==> src/rtl/vga_pkg.sv <==
// vga_pkg: timing presets, RGB332 pixel layout and mono foreground colour for the VGA scan controller
package vga_pkg;
  typedef struct packed {
    logic [2:0] r;
    logic [2:0] g;
    logic [1:0] b;
  } rgb332_t;
  typedef struct packed {
    int unsigned active;
    int unsigned front;
    int unsigned sync;
    int unsigned back;
  } vga_axis_t;
  localparam rgb332_t   MONO_FG = '{r: 3'd7, g: 3'd7, b: 2'd3};
  localparam vga_axis_t H_640   = '{640, 16, 96, 48};
  localparam vga_axis_t V_400   = '{400, 12, 2, 35};
  localparam vga_axis_t V_480   = '{480, 10, 2, 33};
endpackage

==> src/rtl/vga_delay_line.sv <==
// vga_delay_line: sync-reset shift register of DEPTH stages; DEPTH=0 passes the input straight through
module vga_delay_line #(
  parameter int             W     = 1,
  parameter int             DEPTH = 1,
  parameter logic [W-1:0]   RST   = '0
) (
  input  logic         clk,
  input  logic         rst,
  input  logic [W-1:0] i_d,
  output logic [W-1:0] o_q
);
  if (DEPTH == 0) begin : g_wire
    logic w_unused;
    assign w_unused = clk ^ rst;
    assign o_q      = i_d;
  end else begin : g_sr
    logic [W-1:0] r_sr [DEPTH];
    always_ff @(posedge clk) begin
      if (rst) begin
        for (int i = 0; i < DEPTH; i++) r_sr[i] <= RST;
      end else begin
        r_sr[0] <= i_d;
        for (int i = 1; i < DEPTH; i++) r_sr[i] <= r_sr[i-1];
      end
    end
    assign o_q = r_sr[DEPTH-1];
  end
endmodule

==> src/rtl/vga_scan_ctrl.sv <==
// vga_scan_ctrl: VGA timing, scaled read requests and colour output aligned to a fixed-latency pixel source
module vga_scan_ctrl
  import vga_pkg::*;
#(
  parameter int CLK_DIV    = 2,
  parameter int H_ACTIVE   = H_640.active,
  parameter int H_FRONT    = H_640.front,
  parameter int H_SYNC     = H_640.sync,
  parameter int H_BACK     = H_640.back,
  parameter int V_ACTIVE   = V_400.active,
  parameter int V_FRONT    = V_400.front,
  parameter int V_SYNC     = V_400.sync,
  parameter int V_BACK     = V_400.back,
  parameter bit H_POL      = 1'b1,
  parameter bit V_POL      = 1'b1,
  parameter int SCALE_LOG2 = 1,
  parameter int PIX_LAT    = 1,
  parameter int XW         = 9,
  parameter int YW         = 8
) (
  input  logic          clk,
  input  logic          rst,
  input  logic          pix_mode,
  input  logic [7:0]    pix_data,
  output logic          rd_en,
  output logic [XW-1:0] rd_x,
  output logic [YW-1:0] rd_y,
  output logic          HSYNC,
  output logic          VSYNC,
  output logic [2:0]    VGAR,
  output logic [2:0]    VGAG,
  output logic [1:0]    VGAB,
  output logic          frame_start,
  output logic          vblank_start
);
  localparam int H_TOTAL = H_ACTIVE + H_FRONT + H_SYNC + H_BACK;
  localparam int V_TOTAL = V_ACTIVE + V_FRONT + V_SYNC + V_BACK;
  localparam int HW      = $clog2(H_TOTAL);
  localparam int VW      = $clog2(V_TOTAL);
  localparam int DW      = CLK_DIV > 1 ? $clog2(CLK_DIV) : 1;
  localparam logic [DW-1:0] D_LAST = DW'(CLK_DIV - 1);
  localparam logic [HW-1:0] H_LAST = HW'(H_TOTAL - 1);
  localparam logic [HW-1:0] H_VIS  = HW'(H_ACTIVE);
  localparam logic [HW-1:0] H_SS   = HW'(H_ACTIVE + H_FRONT);
  localparam logic [HW-1:0] H_SE   = HW'(H_ACTIVE + H_FRONT + H_SYNC);
  localparam logic [VW-1:0] V_LAST = VW'(V_TOTAL - 1);
  localparam logic [VW-1:0] V_VIS  = VW'(V_ACTIVE);
  localparam logic [VW-1:0] V_SS   = VW'(V_ACTIVE + V_FRONT);
  localparam logic [VW-1:0] V_SE   = VW'(V_ACTIVE + V_FRONT + V_SYNC);
  if (CLK_DIV < 1) begin : g_err_div
    $error("vga_scan_ctrl: CLK_DIV must be at least 1");
  end
  if (PIX_LAT < 0 || PIX_LAT > 7) begin : g_err_lat
    $error("vga_scan_ctrl: PIX_LAT must be in 0..7");
  end
  if ((H_ACTIVE >> SCALE_LOG2) > (1 << XW)) begin : g_err_xw
    $error("vga_scan_ctrl: scaled H_ACTIVE does not fit in XW bits");
  end
  logic [DW-1:0] r_div;
  logic [HW-1:0] r_h;
  logic [VW-1:0] r_v;
  logic          r_hs, r_vs, r_mode;
  logic          w_tick, w_h_wrap, w_vis;
  logic [3:0]    w_dly;
  rgb332_t       w_pix;
  assign w_tick   = r_div == D_LAST;
  assign w_h_wrap = r_h == H_LAST;
  assign w_vis    = r_h < H_VIS && r_v < V_VIS;
  always_ff @(posedge clk) begin
    if (rst) begin
      r_div <= '0;
      r_h   <= '0;
      r_v   <= '0;
    end else begin
      r_div <= w_tick ? '0 : r_div + 1'b1;
      if (w_tick) begin
        r_h <= w_h_wrap ? '0 : r_h + 1'b1;
        if (w_h_wrap) r_v <= r_v == V_LAST ? '0 : r_v + 1'b1;
      end
    end
  end
  // Mode is only picked up in vertical blanking so a frame never mixes mono and RGB
  always_ff @(posedge clk) begin
    if (rst) begin
      rd_en        <= 1'b0;
      rd_x         <= '0;
      rd_y         <= '0;
      r_hs         <= !H_POL;
      r_vs         <= !V_POL;
      r_mode       <= 1'b0;
      frame_start  <= 1'b0;
      vblank_start <= 1'b0;
    end else begin
      rd_en        <= w_vis;
      rd_x         <= w_vis ? XW'(r_h >> SCALE_LOG2) : '0;
      rd_y         <= w_vis ? YW'(r_v >> SCALE_LOG2) : '0;
      r_hs         <= (r_h >= H_SS && r_h < H_SE) ? H_POL : !H_POL;
      r_vs         <= (r_v >= V_SS && r_v < V_SE) ? V_POL : !V_POL;
      r_mode       <= r_v >= V_VIS ? pix_mode : r_mode;
      frame_start  <= w_tick && r_h == '0 && r_v == '0;
      vblank_start <= w_tick && r_h == '0 && r_v == V_VIS;
    end
  end
  vga_delay_line #(
    .W    (4),
    .DEPTH(PIX_LAT),
    .RST  ({!H_POL, !V_POL, 2'b00})
  ) u_dly (
    .clk(clk),
    .rst(rst),
    .i_d({r_hs, r_vs, rd_en, r_mode}),
    .o_q(w_dly)
  );
  assign HSYNC = w_dly[3];
  assign VSYNC = w_dly[2];
  // pix_data arrives already registered by the source, so the mux sits directly on it to keep 1+PIX_LAT
  always_comb w_pix = !w_dly[1] ? '0 : w_dly[0] ? rgb332_t'(pix_data) : pix_data[0] ? MONO_FG : '0;
  assign VGAR = w_pix.r;
  assign VGAG = w_pix.g;
  assign VGAB = w_pix.b;
endmodule
==> config.mk <==
export PLATFORM = sky130hd
export DESIGN_NAME = vga_scan_ctrl
export DESIGN_NICKNAME = d
export VERILOG_FILES = /design/src/rtl/vga_pkg.sv /design/src/rtl/vga_delay_line.sv /design/src/rtl/vga_scan_ctrl.sv
export SDC_FILE = /design/constraint.sdc
export NUM_CORES = 1
export LEC_CHECK = 0
export ABC_AREA = 1
export CORE_UTILIZATION = 50
export CTS_BUF_LIST = sky130_fd_sc_hd__clkbuf_16
export DETAILED_ROUTE_END_ITERATION = 10
export HOLD_SLACK_MARGIN = 0.02
export PLACE_DENSITY = 0.81
export SETUP_SLACK_MARGIN = 0.5
export SLEW_MARGIN = 10
export SYNTH_ARGS = -nofsm -noshare
export SYNTH_HDL_FRONTEND = slang
export SYNTH_HIERARCHICAL = 1
export SYNTH_SLANG_ARGS = --single-unit
==> constraint.sdc <==
create_clock -name clk -period 1.8 [get_ports clk]
set_input_delay 0.36 -clock clk [delete_from_list [all_inputs] [get_ports clk]]
set_output_delay 0.36 -clock clk [all_outputs]
set_load 0.05 [all_outputs]
* After elaboration in Yosys (flattened, before gate mapping)
Memories as Yosys holds them, arrays and structs flattened.
Index checks and enable logic that the tools add are counted.
Widths: inputs -> output; s select.
** Storage, ports and cells
- Flip-flop bits (word level) :: 43
- Bits in latches :: 0
- Bits in writable memories :: 4
- Memory bits (read-only) :: 0
- Input port bits :: 11
- Output and inout bits :: 30
- Logic and storage cells :: 50
- Memories :: 1
** Operators by class
- $add $sub $neg :: 3
- Multiply operators :: 0
- Divide/modulo/power cells :: 0
- Magnitude comparators :: 7
- Equal/unequal tests :: 3
- Shifts and indexed selects :: 0
- Multiplexer cells :: 12
- Bitwise operators :: 1
- Reduce and logical (&&, ||, !) cells :: 12
** Memory list
- u_dly.g_sr.r_sr :: words 1, width 4, rd ports 1, clocked after Yosys merged registers in 0, wr ports 1, RTL line vga_delay_line.sv:17 : logic [W-1:0] r_sr [DEPTH];
** Operators with widths (count)
- $mux 8 :: 3
- $lt 10x10->1 const B :: 2
- $eq 9x9->1 const B :: 2
- $ge 9x9->1 const B :: 2
- $lt 9x9->1 const B :: 2
- $add 10x1->10 const B :: 1
- $eq 10x10->1 const B :: 1
- $ge 10x10->1 const B :: 1
- $logic_not 10->1 :: 1
- $mux 10 :: 1
- $add 9x1->9 const B :: 1
- $logic_not 9->1 :: 1
- $mux 9 :: 1
- $logic_and 1x1->1 :: 6
- $mux 1 :: 6
- $mux 4 :: 1
- $reduce_or 2->1 :: 2
- $reduce_or 4->1 :: 1
- $reduce_and 2->1 :: 1
- $add 1x1->1 const B :: 1
- $not 1->1 :: 1

* Depth between registers and ports, before layout
Gate-level depths: netlist of run 1.
- Word-level depth :: 4
- Gate-level depth with buffers :: 9
- Depth with buffers taken out :: 9

* Modules after synthesis
The synthesis of run 1 kept the hierarchy.
** Modules (own cells, without submodules)
- vga_scan_ctrl :: instances 1, cells an instance 248, area an instance 1918.1 µm², seq. area each 860.8 µm²
- vga_delay_line :: instances 1, cells an instance 12, area an instance 110.1 µm², seq. area each 80.1 µm²

* Least setup slack after synthesis of run 1
OpenSTA, ideal clock, no wires.
- Path type :: reg2out
- Start :: mem u_dly.g_sr.r_sr[0][0]
- End :: out VGAB[1]
- Arrival time :: 1.398 ns
- Data required time :: 1.440 ns
- Path slack :: 0.042 ns
- Stages on the path, launching flop included :: 5
- Path buffers :: 1
- Cells stage by stage :: dfxtp_1 -> clkbuf_1 -> inv_1 -> nand2_1 -> a21oi_1
** On the way
- Word-level cells in the longest chain between the ends :: 3
** Ends and longest elaborated chain
- start, declared :: RTL line vga_delay_line.sv:17
- $mem_v2 1x4
- $mux 8 (2 in a row) :: RTL line vga_scan_ctrl.sv:117 : always_comb w_pix = !w_dly[1] ? '0 : w_dly[0] ? rgb332_t'(pix_data) : pix_data[0] ? MONO_FG : '0;
- end, declared :: RTL line vga_scan_ctrl.sv:32 : output logic [1:0] VGAB,
No other way between the ends.

* Final worst setup path of run 1
- Start :: mem u_dly.g_sr.r_sr[0][0]
- End :: out VGAR[2]
** On the way
- Word-level cells in the longest chain between the ends :: 3
** Ends and longest elaborated chain
- $mem_v2 1x4
- $mux 8 (2 in a row) :: RTL line vga_scan_ctrl.sv:117
- end, declared :: RTL line vga_scan_ctrl.sv:30 : output logic [2:0] VGAR,
No other way between the ends.

==> results of run 1 <==
[critical path: stages (launching register included)]
cell and delay, ns:
dfxtp_4 0.40, inv_6 0.08, nand2_8 0.09, a21oi_4 0.16, buf_12 0.15
[metrics by stage]
step,total power (µW),area [µm²]
final,2317,3080
after global routing,2386,3080
after global placement,1261,2613
after CTS,2308,2849
after floorplan,1184,2138
after detailed placement,1264,2613
[registers in the layout, summed over array words and instances (netlist names), 4 cells and up]
signal,flops
r_v,9
rd_y,8
r_h,10
u_dly/g_sr.r_sr,4
rd_x,9
[power by group]
group | switching [µW] | leakage, µW | internal, µW
clock | 385 | 0.0000838 | 654
sequential | 13.3 | 0.000388 | 1040
combinational | 128 | 0.000826 | 92.7
total | 527 | 0.00130 | 1790
[metal layers]
layer	track usage	vias up
li1	-	930
met1	0.2851	894
met2	0.3967	93
met3	0.05556	19
met4	0.1033	0
met5	0	-
[path summary, 6_finish.rpt]
kind / slack [ns] / end
max reg2reg: 0.42 / r_v[6]
min: 0.41 / u_dly/g_sr.r_sr[0][3]
min reg2reg: 0.41 / u_dly/g_sr.r_sr[0][3]
max: 0.27 / VGAR[2]
[placed cells by master, fill, tap and decap left out, types with 5 or more instances in the layout]
master / instances
dfxtp_2: 8
dlymetal6s2s_1: 8
nor2_4: 6
a21oi_4: 7
dfxtp_4: 6
a21oi_1: 5
buf_6: 5
nand3_2: 6
nand2_1: 31
xor2_1: 7
nand4_1: 6
nor2_2: 16
inv_2: 5
nand3_1: 11
dfxtp_1: 33
buf_4: 24
nor2_1: 34
clkbuf_16: 5
nand2_2: 13
buf_12: 8
buf_2: 6
inv_1: 26
[logic make-up (layout without fill, tap and decap cells)]
| group | count (synthesis) | after routing |
|---|---|---|
| AOI/OAI and AO/OA | 23 | 23 |
| DFF | 47 | 47 |
| buffers and inverters | 41 | 97 |
| xor gates and xnor gates | 8 | 8 |
| and+or+nand+nor | 137 | 137 |
| adders and majority gates | 4 | 4 |
[cell type report]
type | instances | area share
repair inverters | 2 | 0.003656
inverters | 35 | 0.04752
flip-flops and latches | 47 | 0.3160
clock inverters | 3 | 0.01422
clock buffers | 5 | 0.04062
well taps | 48 | 0.01950
repair buffers | 52 | 0.1742
multi-input cells | 172 | 0.3842
[repair_timing]
action                                  in CTS  in global routing
gates cloned                                 0                  2
hold buffers                                 0                  0
endpoints found under the setup margin      42                 43
pin swaps                                    9                 33
hold endpoints to repair                     0                  0
buffers inserted                             6                  3
resized for setup                           47                 68
==> run summary, run 1 <==
Vias in the first global route -> 1630
Top cell type by total area after synthesis -> dfxtp_1
Slew headroom -> 0.8002
Critical Path AT -> 1.17 ns
Multi-input gate area -> 0.001184 mm²
Yosys warning count -> 6
Final GP Congestion -> 0.8546
Post-Synth XOR/XNOR Area -> 0.03455
Clk root buf -> clkbuf_16
CTS max path bufs -> 2
Grt ovf -> 0
ANT nets after route -> 0
Post-Synth Simple-Gate Area -> 0.3319
I/O Buffers -> 40
Peak Freq -> 653.3 MHz
Num ports -> 41
RSZ-0062 raised after global routing -> yes
Crit path max fanout -> 8
Final WL -> 5522 µm
Final Setup Violations -> 0
Drt first pass iters -> 6
Placed Cells -> 345
CP Launch Point -> u_dly/g_sr.r_sr[0][0]
Mapped Cells -> 260
Via/cell ratio -> 5.319
VDD IR max -> 0.0006161 V
Status -> finished clean
Worst r2r src -> r_h[1]
Setup Skew -> 0.003657 ns
Vias -> 1936
Crit. End Element -> output port
Metal3 WL -> 501 µm
Worst hold margin -> 0.4087 ns
H-Tree Depth -> 2
Reg2Reg Depth -> 8
DRT iter0 DRCs -> 115
# fillers -> 210
Max layer used -> met4
Worst Hold Class -> reg -> reg
Cell Count, Final, Fillers Out -> 364
Complex-gate fraction of the synthesized area -> 0.06107
Max Slew Vio Count -> 0
Fin crit share -> 0.8504
Die H -> 65.69 µm
# rows -> 22
Fraction of registers with async set/reset -> 0
Drt drc -> 0
Die width -> 65.69 µm
Routed len/inst -> 15.17 µm
Largest family of logic cells by synthesized area -> simple AND/OR/NAND/NOR gates
Main synth FF type -> dfxtp_1
Initial antenna violation count -> 0
Layout cells sized above 1 -> 0.4462
Synth top area cells -> dfxtp_1 46%, nand2_1 8.1%, nor2_1 7.4%, inv_1 5.7%, nand3_1 4.2%
Final HPWL DP -> 3031 µm
Antenna diodes -> 0
Post-synthesis adder-cell area fraction -> 0.02468
Post-layout util -> 0.8169
Top cell type's share of synthesized area -> 0.4639
Crit Path Category -> reg -> out
Hold Startpoint -> r_hs
Max cap viols -> 0
Mux contribution to synthesized area -> 0
Largest net degree at the start of global routing -> 18
Power Density -> 752.2 mW/mm²
Final worst setup slack -> 0.2693 ns
Clock Latency Late Sink -> 0.29 ns
Full die area -> 0.004315 mm²
Pre-CTS setup slack -> -0.001126 ns
Total GRT Usage -> 0.2367
Setup TNS -> 0 ns
First-pass GRT wire length -> 7562 µm
Initial Util -> 0.5378
Pleak -> 0.001298 µW
Worst EP required -> 1.44 ns
Synth Net Count -> 275
Area growth syn-to-layout -> 51.88%
Clk sink count -> 47
Post-synthesis average cell area -> 7.801 µm²
Distinct cell type count of the synthesized netlist -> 31
Sequential Area -> 973.4 µm²
Mapped Area -> 0.002028 mm²
Synth cell count leaders -> 47 x dfxtp_1, 44 x nand2_1, 40 x nor2_1
Reg clk slew, reported paths -> 0.06 ns
Sequential cell area fraction in the yosys report -> 0.4639
EDFF count, synth -> 0
Met2 wire length -> 2657 µm
Met1 Wirelength -> 2197 µm
Core Box Area -> 0.003771 mm²
Total CTS buffers -> 5
Nets -> 330
CTS tree -> yes
Hold Vio Cnt, Final -> 0
FF+latch count, synth -> 47
Setup crit start kind -> register
Hold depth -> 2
Worst Tran Pin Value -> 0.2983 ns
Count leader, synth -> dfxtp_1
Final Critical Period -> 1.531 ns
(Power assumes the default switching activity.)
==> run 2: changes to the inputs <==
--- a/config.mk
+++ b/config.mk
@@ -15,5 +15,4 @@
 export SLEW_MARGIN = 10
 export SYNTH_ARGS = -nofsm -noshare
 export SYNTH_HDL_FRONTEND = slang
-export SYNTH_HIERARCHICAL = 1
 export SYNTH_SLANG_ARGS = --single-unit
==> run summary, run 2 <==
Status -> finished clean (unchanged)
H-Tree Depth -> 2 (unchanged)
First-pass GRT wire length -> 8266 µm (was 7562 µm)
# rows -> 22 (unchanged)
Setup Skew -> 0.005331 ns (was 0.003657 ns)
Top cell type's share of synthesized area -> 0.4744 (was 0.4639)
# fillers -> 199 (was 210)
Vias -> 2050 (was 1936)
Distinct cell type count of the synthesized netlist -> 27 (was 31)
Mapped Cells -> 272 (was 260)
Die H -> 64.98 µm (was 65.69 µm)
Biggest register -> r_h (unchanged)
Fin crit share -> 0.8453 (was 0.8504)
I/O Buffers -> 40 (unchanged)
Nets -> 345 (was 330)
Setup TNS -> 0 ns (unchanged)
Num ports -> 41 (unchanged)
Yosys warning count -> 0 (was 6)
Final Setup Violations -> 0 (unchanged)
Slew headroom -> 0.8319 (was 0.8002)
Setup crit start kind -> register (unchanged)
Initial Util -> 0.5297 (was 0.5378)
Vias in the first global route -> 1795 (was 1630)
Via/cell ratio -> 5.409 (was 5.319)
Full die area -> 0.004222 mm² (was 0.004315 mm²)
CTS max path bufs -> 2 (unchanged)
Crit. End Element -> output port (unchanged)
Reg clk slew, reported paths -> 0.06 ns (about the same)
Final WL -> 5586 µm (was 5522 µm)
Mapped Area -> 0.001983 mm² (was 0.002028 mm²)
FF+latch count, synth -> 47 (unchanged)
Die width -> 64.98 µm (was 65.69 µm)
Commonest non-fill, non-tap cell in the layout -> nand2_1 (was nor2_1)
Grt ovf -> 0 (unchanged)
Critical Path AT -> 1.16 ns (was 1.17 ns)
Count leader, synth -> nand2_1 (was dfxtp_1)
Worst Hold Class -> reg -> reg (unchanged)
Area growth syn-to-layout -> 56.34% (was 51.88%)
Final GP Congestion -> 0.8844 (was 0.8546)
Total GRT Usage -> 0.2572 (was 0.2367)
Crit Path Category -> reg -> out (unchanged)
Crit path max fanout -> 8 (unchanged)
Post-layout util -> 0.8282 (was 0.8169)
Most frequent cells in the layout -> 45 x nand2_1, 42 x nor2_1, 38 x dfxtp_1 (was 34 x nor2_1, 33 x dfxtp_1, 31 x nand2_1)
CTS Hold Bufs -> 0 (unchanged)
Clk sink count -> 47 (unchanged)
Max cap viols -> 0 (unchanged)
Power Density -> 735.4 mW/mm² (was 752.2 mW/mm²)
Synth Net Count -> 287 (was 275)
Peak Freq -> 657.2 MHz (was 653.3 MHz)
Final Critical Period -> 1.522 ns (was 1.531 ns)
Drt first pass iters -> 5 (was 6)
Fraction of registers with async set/reset -> 0 (unchanged)
Clock Latency Late Sink -> 0.29 ns (about the same)
ANT nets after route -> 0 (unchanged)
Top cell type by total area after synthesis -> dfxtp_1 (unchanged)
Sequential cell area fraction in the yosys report -> 0.4744 (was 0.4639)
RSZ-0062 raised after global routing -> yes (unchanged)
Drt drc -> 0 (unchanged)
Worst Tran Pin Value -> 0.2501 ns (was 0.2983 ns)
Layout cells sized above 1 -> 0.4048 (was 0.4462)
Largest net degree at the start of global routing -> 18 (unchanged)
Antenna diodes -> 0 (unchanged)
Hold Vio Cnt, Final -> 0 (unchanged)
Clk root buf -> clkbuf_16 (unchanged)
Synth cell count leaders -> 61 x nand2_1, 51 x nor2_1, 47 x dfxtp_1 (was 47 x dfxtp_1, 44 x nand2_1, 40 x nor2_1)
Initial antenna violation count -> 0 (unchanged)
EDFF count, synth -> 0 (unchanged)
Max Slew Vio Count -> 0 (unchanged)
CTS tree -> yes (unchanged)
Total CTS buffers -> 5 (unchanged)
VDD IR max -> 0.0006514 V (was 0.0006161 V)
Largest register FFs -> 10 (unchanged)
Worst EP required -> 1.44 ns (about the same)
Core Box Area -> 0.003744 mm² (was 0.003771 mm²)
Largest registers -> r_h (10), r_v (9), rd_x (9) (unchanged)
Post-synthesis average cell area -> 7.291 µm² (was 7.801 µm²)
Final HPWL DP -> 3200 µm (was 3031 µm)
Routed len/inst -> 14.74 µm (was 15.17 µm)
DRT iter0 DRCs -> 122 (was 115)
Synth top area cells -> dfxtp_1 47%, nand2_1 12%, nor2_1 9.7%, inv_1 6.8%, nand3_1 4.5% (was dfxtp_1 46%, nand2_1 8.1%, nor2_1 7.4%, inv_1 5.7%, nand3_1 4.2%)
Pleak -> 0.001326 µW (was 0.001298 µW)
Main synth FF type -> dfxtp_1 (unchanged)
[run 2: cell count changes after synthesis, moves of 4 or more]
| cell | delta |
|---|---|
| inv_1 | +5 |
| nand2_1 | +17 |
| nor2_1 | +11 |
| nor2_2 | -10 |
| xor2_1 | -4 |
[run 2: path summary, 6_finish.rpt]
path / from / end / slack [ns] / cells after the start
worst max-delay path: u_dly.g_sr.r_sr[0][0] / VGAR[1] / 0.28 / 4
worst min register to register: r_hs / u_dly.g_sr.r_sr[0][3] / 0.40 / 2
worst min-delay path: r_hs / u_dly.g_sr.r_sr[0][3] / 0.40 / 2
worst max register to register: r_h[0] / r_v[3] / 0.36 / 8
[run 2: kinds of logic after synthesis]
| logic type | count (synthesis) | synth area share |
|---|---|---|
| compound gates | 20 | 0.05363 |
| xor+xnor | 3 | 0.01325 |
| fa+ha+maj | 4 | 0.02524 |
| buf+inv | 45 | 0.09148 |
| flops | 47 | 0.4744 |
| simple gates | 153 | 0.3420 |
[run 2: repair_timing]
| action | CTS | global route |
|---|---|---|
| endpoints found under the setup margin | 24 | 42 |
| gates cloned | 1 | 0 |
| pin swaps | 17 | 21 |
| setup buffers | 9 | 3 |
| resized for setup | 38 | 60 |
[run 2: through the flow]
stage                     hold slack (ns)  total power [µW]  cells  cell area [µm²]  worst slack [ns]
after global placement             0.3961              1258    358             2592           0.03560
final                              0.4007              2280    379             3100            0.2785
after CTS                          0.4023              2262    376             2883            0.2303
after global routing               0.4278              2340    379             3100            0.2343
after detailed placement           0.3949              1262    358             2592           0.01482
after floorplan                    0.3883              1178    272             2113            0.4952
[run 2: critical path, cell delays in order (launching register included)]
cell and delay [ns]:
dfxtp_4 0.39, clkinv_4 0.07, nand2_8 0.09, a21oi_4 0.17
buf_12 0.15
[run 2: layer usage]
metal	up-vias	track usage	routed length, µm
met2	126	0.4128	2589
met3	25	0.09155	637
li1	961	-	-
met4	0	0.1250	158
met5	-	0	0
met1	938	0.3016	2200
[run 2: power breakdown]
group          total, µW  switching, µW  internal, µW
sequential          1050           8.19          1040
combinational        213            122          91.2
clock               1010            367           647
[run 2: cell type report]
| class | instances | area, µm² | area share |
|---|---|---|---|
| clock buffers | 5 | 125.1 | 0.04036 |
| clock inverters | 3 | 38.79 | 0.01251 |
| inverters | 38 | 162.7 | 0.05246 |
| multi-input cells | 181 | 1181 | 0.3810 |
| flip-flops and latches | 47 | 962.2 | 0.3103 |
| well taps | 48 | 60.06 | 0.01937 |
| repair buffers | 57 | 570.5 | 0.1840 |
==> run 3: changes to the inputs <==
==> constraint.sdc (replaced) <==
create_clock -name clk -period 1.49 [get_ports clk]
set_input_delay 0.298 -clock clk [delete_from_list [all_inputs] [get_ports clk]]
set_output_delay 0.298 -clock clk [all_outputs]
set_load 0.05 [all_outputs]
==> run summary, run 3 <==
Tool error -> [ERROR DPL-0038] Utilization greater than 100%, impossible to legalize
Final GP Congestion -> 0.8592 (was 0.8844)
EDFF count, synth -> 0 (unchanged)
Cts repair resizes -> 139 (was 38)
Top cell type's share of synthesized area -> 0.4744 (unchanged)
Initial Util -> 0.5297 (unchanged)
Synth top area cells -> dfxtp_1 47%, nand2_1 12%, nor2_1 9.7%, inv_1 6.8%, nand3_1 4.5% (unchanged)
CTS Hold Bufs -> 0 (unchanged)
Pre-CTS setup slack -> -0.1877 ns (was 0.01482 ns)
Placed Cells -> 363 (was 358)
Clk root buf -> clkbuf_16 (unchanged)
Total CTS buffers -> 5 (unchanged)
Synth Net Count -> 287 (unchanged)
Distinct cell type count of the synthesized netlist -> 27 (unchanged)
FF+latch count, synth -> 47 (unchanged)
CTS max path bufs -> 2 (unchanged)
Top cell type by total area after synthesis -> dfxtp_1 (unchanged)
Fraction of registers with async set/reset -> 0 (unchanged)
Mapped Area -> 0.001983 mm² (unchanged)
Post-DP Area -> 0.002932 mm² (was 0.002592 mm²)
Count leader, synth -> nand2_1 (unchanged)
Die width -> 64.98 µm (unchanged)
Synth cell count leaders -> 61 x nand2_1, 51 x nor2_1, 47 x dfxtp_1 (unchanged)
Sequential cell area fraction in the yosys report -> 0.4744 (unchanged)
Yosys warning count -> 0 (unchanged)
Clk sink count -> 47 (unchanged)
Final HPWL DP -> 3747 µm (was 3200 µm)
Post-synthesis average cell area -> 7.291 µm² (unchanged)
# rows -> 22 (unchanged)
Status -> aborted with a tool error (was finished clean)
Failing step -> 4_1_cts
H-Tree Depth -> 2 (unchanged)
Num ports -> 41 (unchanged)
Main synth FF type -> dfxtp_1 (unchanged)
Mapped Cells -> 272 (unchanged)
Setup Buffers After CTS -> 29 (was 9)
Die H -> 64.98 µm (unchanged)
I/O Buffers -> 40 (unchanged)
-- run 3: cells by family after synthesis --
group,after synthesis,share of synthesized area
and+or+nand+nor,153,0.3420
DFF,47,0.4744
buffers and inverters,45,0.09148
adders and majority gates,4,0.02524
xor gates and xnor gates,3,0.01325
AOI/OAI and AO/OA,20,0.05363
-- run 3: stage by stage --
stage / util / TNS [ns]
after detailed placement: 0.7831 / -1.263
after floorplan: - / 0
after global placement: 0.7831 / -1.009
==> run 4: changes to the inputs <==
--- a/config.mk
+++ b/config.mk
@@ -6,12 +6,9 @@
 export NUM_CORES = 1
 export LEC_CHECK = 0
 export ABC_AREA = 1
-export CORE_UTILIZATION = 50
-export CTS_BUF_LIST = sky130_fd_sc_hd__clkbuf_16
+export CORE_UTILIZATION = 40
 export DETAILED_ROUTE_END_ITERATION = 10
-export HOLD_SLACK_MARGIN = 0.02
-export PLACE_DENSITY = 0.81
-export SETUP_SLACK_MARGIN = 0.5
+export PLACE_DENSITY_LB_ADDON = 0.15
 export SLEW_MARGIN = 10
 export SYNTH_ARGS = -nofsm -noshare
 export SYNTH_HDL_FRONTEND = slang
==> run summary, run 4 (same netlist as run 2, synthesis figures left out) <==
Slew headroom -> 0.7961
Final Critical Period -> 1.500 ns
Die width -> 72.41 µm (was 64.98 µm)
Total GRT Usage -> 0.1993
Worst Hold Class -> reg -> reg
Setup crit start kind -> primary input
Crit Path Category -> in -> out
First-pass GRT wire length -> 7935 µm
Antenna diodes -> 0
Num ports -> 41 (unchanged)
Worst path top cell family by delay -> buffers and inverters
Peak Freq -> 666.5 MHz
Final Setup Violations -> 1
H-Tree Depth -> 2 (unchanged)
Drt first pass iters -> 5
Post-layout util -> 0.6926
Final worst setup slack -> -0.01031 ns
Drt drc -> 0
Largest net degree at the start of global routing -> 15
RSZ-0062 raised after global routing -> yes
Crit. End Element -> output port
Reg clk slew, reported paths -> 0.08 ns
DRT iter0 DRCs -> 91
Most frequent cells in the layout -> 55 x nand2_1, 48 x nor2_1, 41 x dfxtp_1
ANT nets after route -> 0
# rows -> 25 (was 22)
Clk root buf -> clkbuf_8 (was clkbuf_16)
Final HPWL DP -> 3361 µm (was 3747 µm)
Area growth syn-to-layout -> 66.06%
Die H -> 72.41 µm (was 64.98 µm)
Commonest non-fill, non-tap cell in the layout -> nand2_1
Post-DP Area -> 0.002924 mm² (was 0.002932 mm²)
Hold Vio Cnt, Final -> 0
Setup Skew -> 0.01134 ns
CTS tree -> yes
Layout cells sized above 1 -> 0.3079
Routed len/inst -> 12.16 µm
Worst EP required -> 1.19 ns
CP bufs+invs -> 2
Vias in the first global route -> 1722
Crit path max fanout -> 1
Total CTS buffers -> 5 (unchanged)
I/O Buffers -> 40 (unchanged)
Worst Tran Pin Value -> 0.3055 ns
Failing checks -> negative setup slack
Grt ovf -> 0
Pre-CTS setup slack -> -0.1964 ns (was -0.1877 ns)
Critical Path AT -> 1.20 ns
Biggest register -> r_h
Nets -> 355
Initial antenna violation count -> 0
Largest registers -> r_h (10), r_v (9), rd_x (9)
Power Density -> 760.9 mW/mm²
CTS Hold Bufs -> 0 (unchanged)
Final GP Congestion -> 0.8659 (was 0.8592)
Hold depth -> 2
Full die area -> 0.005243 mm²
Fin area -> 0.003293 mm²
# fillers -> 362
Fin crit share -> 1.007
Reg2Reg Depth -> 10
Core Box Area -> 0.004755 mm²
Initial Util -> 0.4171 (was 0.5297)
CP max-delay cell -> clkdlybuf4s50_1
Largest stage delay on the critical path -> 0.45 ns
Status -> complete, but fails checks (was aborted with a tool error)
VDD IR max -> 0.0005165 V
R2R Setup Slk -> 0.08 ns
Largest register FFs -> 10
Clk sink count -> 47 (unchanged)
Pleak -> 0.001386 µW
Max Slew Vio Count -> 0
Critical path depth in cells -> 4
Via/cell ratio -> 4.711
Crit path cell chain -> clkdlybuf4s50_1 > nand2_1 > a21oi_4 > buf_12
Max cap viols -> 0
CTS max path bufs -> 2 (unchanged)
Clock Latency Late Sink -> 0.31 ns
Final WL -> 4960 µm
Final Power -> 2506 µW
Vias -> 1922
==> run 4: layout make-up <==
type / instances / area [µm²] / share of cell area
multi-input cells: 180 / 1011 / 0.3070
clock inverters: 2 / 35.03 / 0.01064
inverters: 38 / 148.9 / 0.04521
well taps: 67 / 83.83 / 0.02546
clock buffers: 6 / 82.58 / 0.02508
repair buffers: 68 / 980.9 / 0.2979
flip-flops and latches: 47 / 950.9 / 0.2888
==> run 4: power by group <==
group          switching, µW  total [µW]  internal, µW
clock                    423         966           543
combinational            132         264           131
sequential              10.7        1280          1270
==> run 4: path summary, 6_finish.rpt <==
check,start,to
max,pix_data[7],VGAR[2]
min,r_vs,u_dly.g_sr.r_sr[0][2]
max reg2reg,r_h[0],r_v[6]
min reg2reg,r_vs,u_dly.g_sr.r_sr[0][2]
==> run 4: tightest hold or removal path: stages, from the launching register on <==
cell     delay [ns]
dfxtp_1        0.30
inv_1          0.04
nor2_1         0.03
==> run 4: timing repair <==
item,4_1_cts,5_1_grt
gates cloned,0,1
resized for setup,24,19
pin swaps,2,8
setup endpoints to repair,7,16
buffers inserted,1,5
==> run 4: per-layer routing <==
metal	routed length, µm	part of all wire	vias to the layer above	GRT usage
li1	-	-	976	-
met1	2101	0.42	848	0.2472
met2	2382	0.48	89	0.3333
met3	382	0.077	9	0.05139
met4	93	0.019	0	0.07190
met5	0	0	-	0
==> run 4: per-stage QoR <==
stage / TNS (ns) / instances / hold slack, ns
finish: -0.01031 / 408 / 0.4083
global route: -0.4421 / 408 / 0.4253
CTS: -0.006621 / 402 / 0.4108
detailed placement: -1.320 / 393 / 0.3969
global placement: -1.130 / 393 / 0.3934
floorplan: -1.440 / 272 / 0.3883
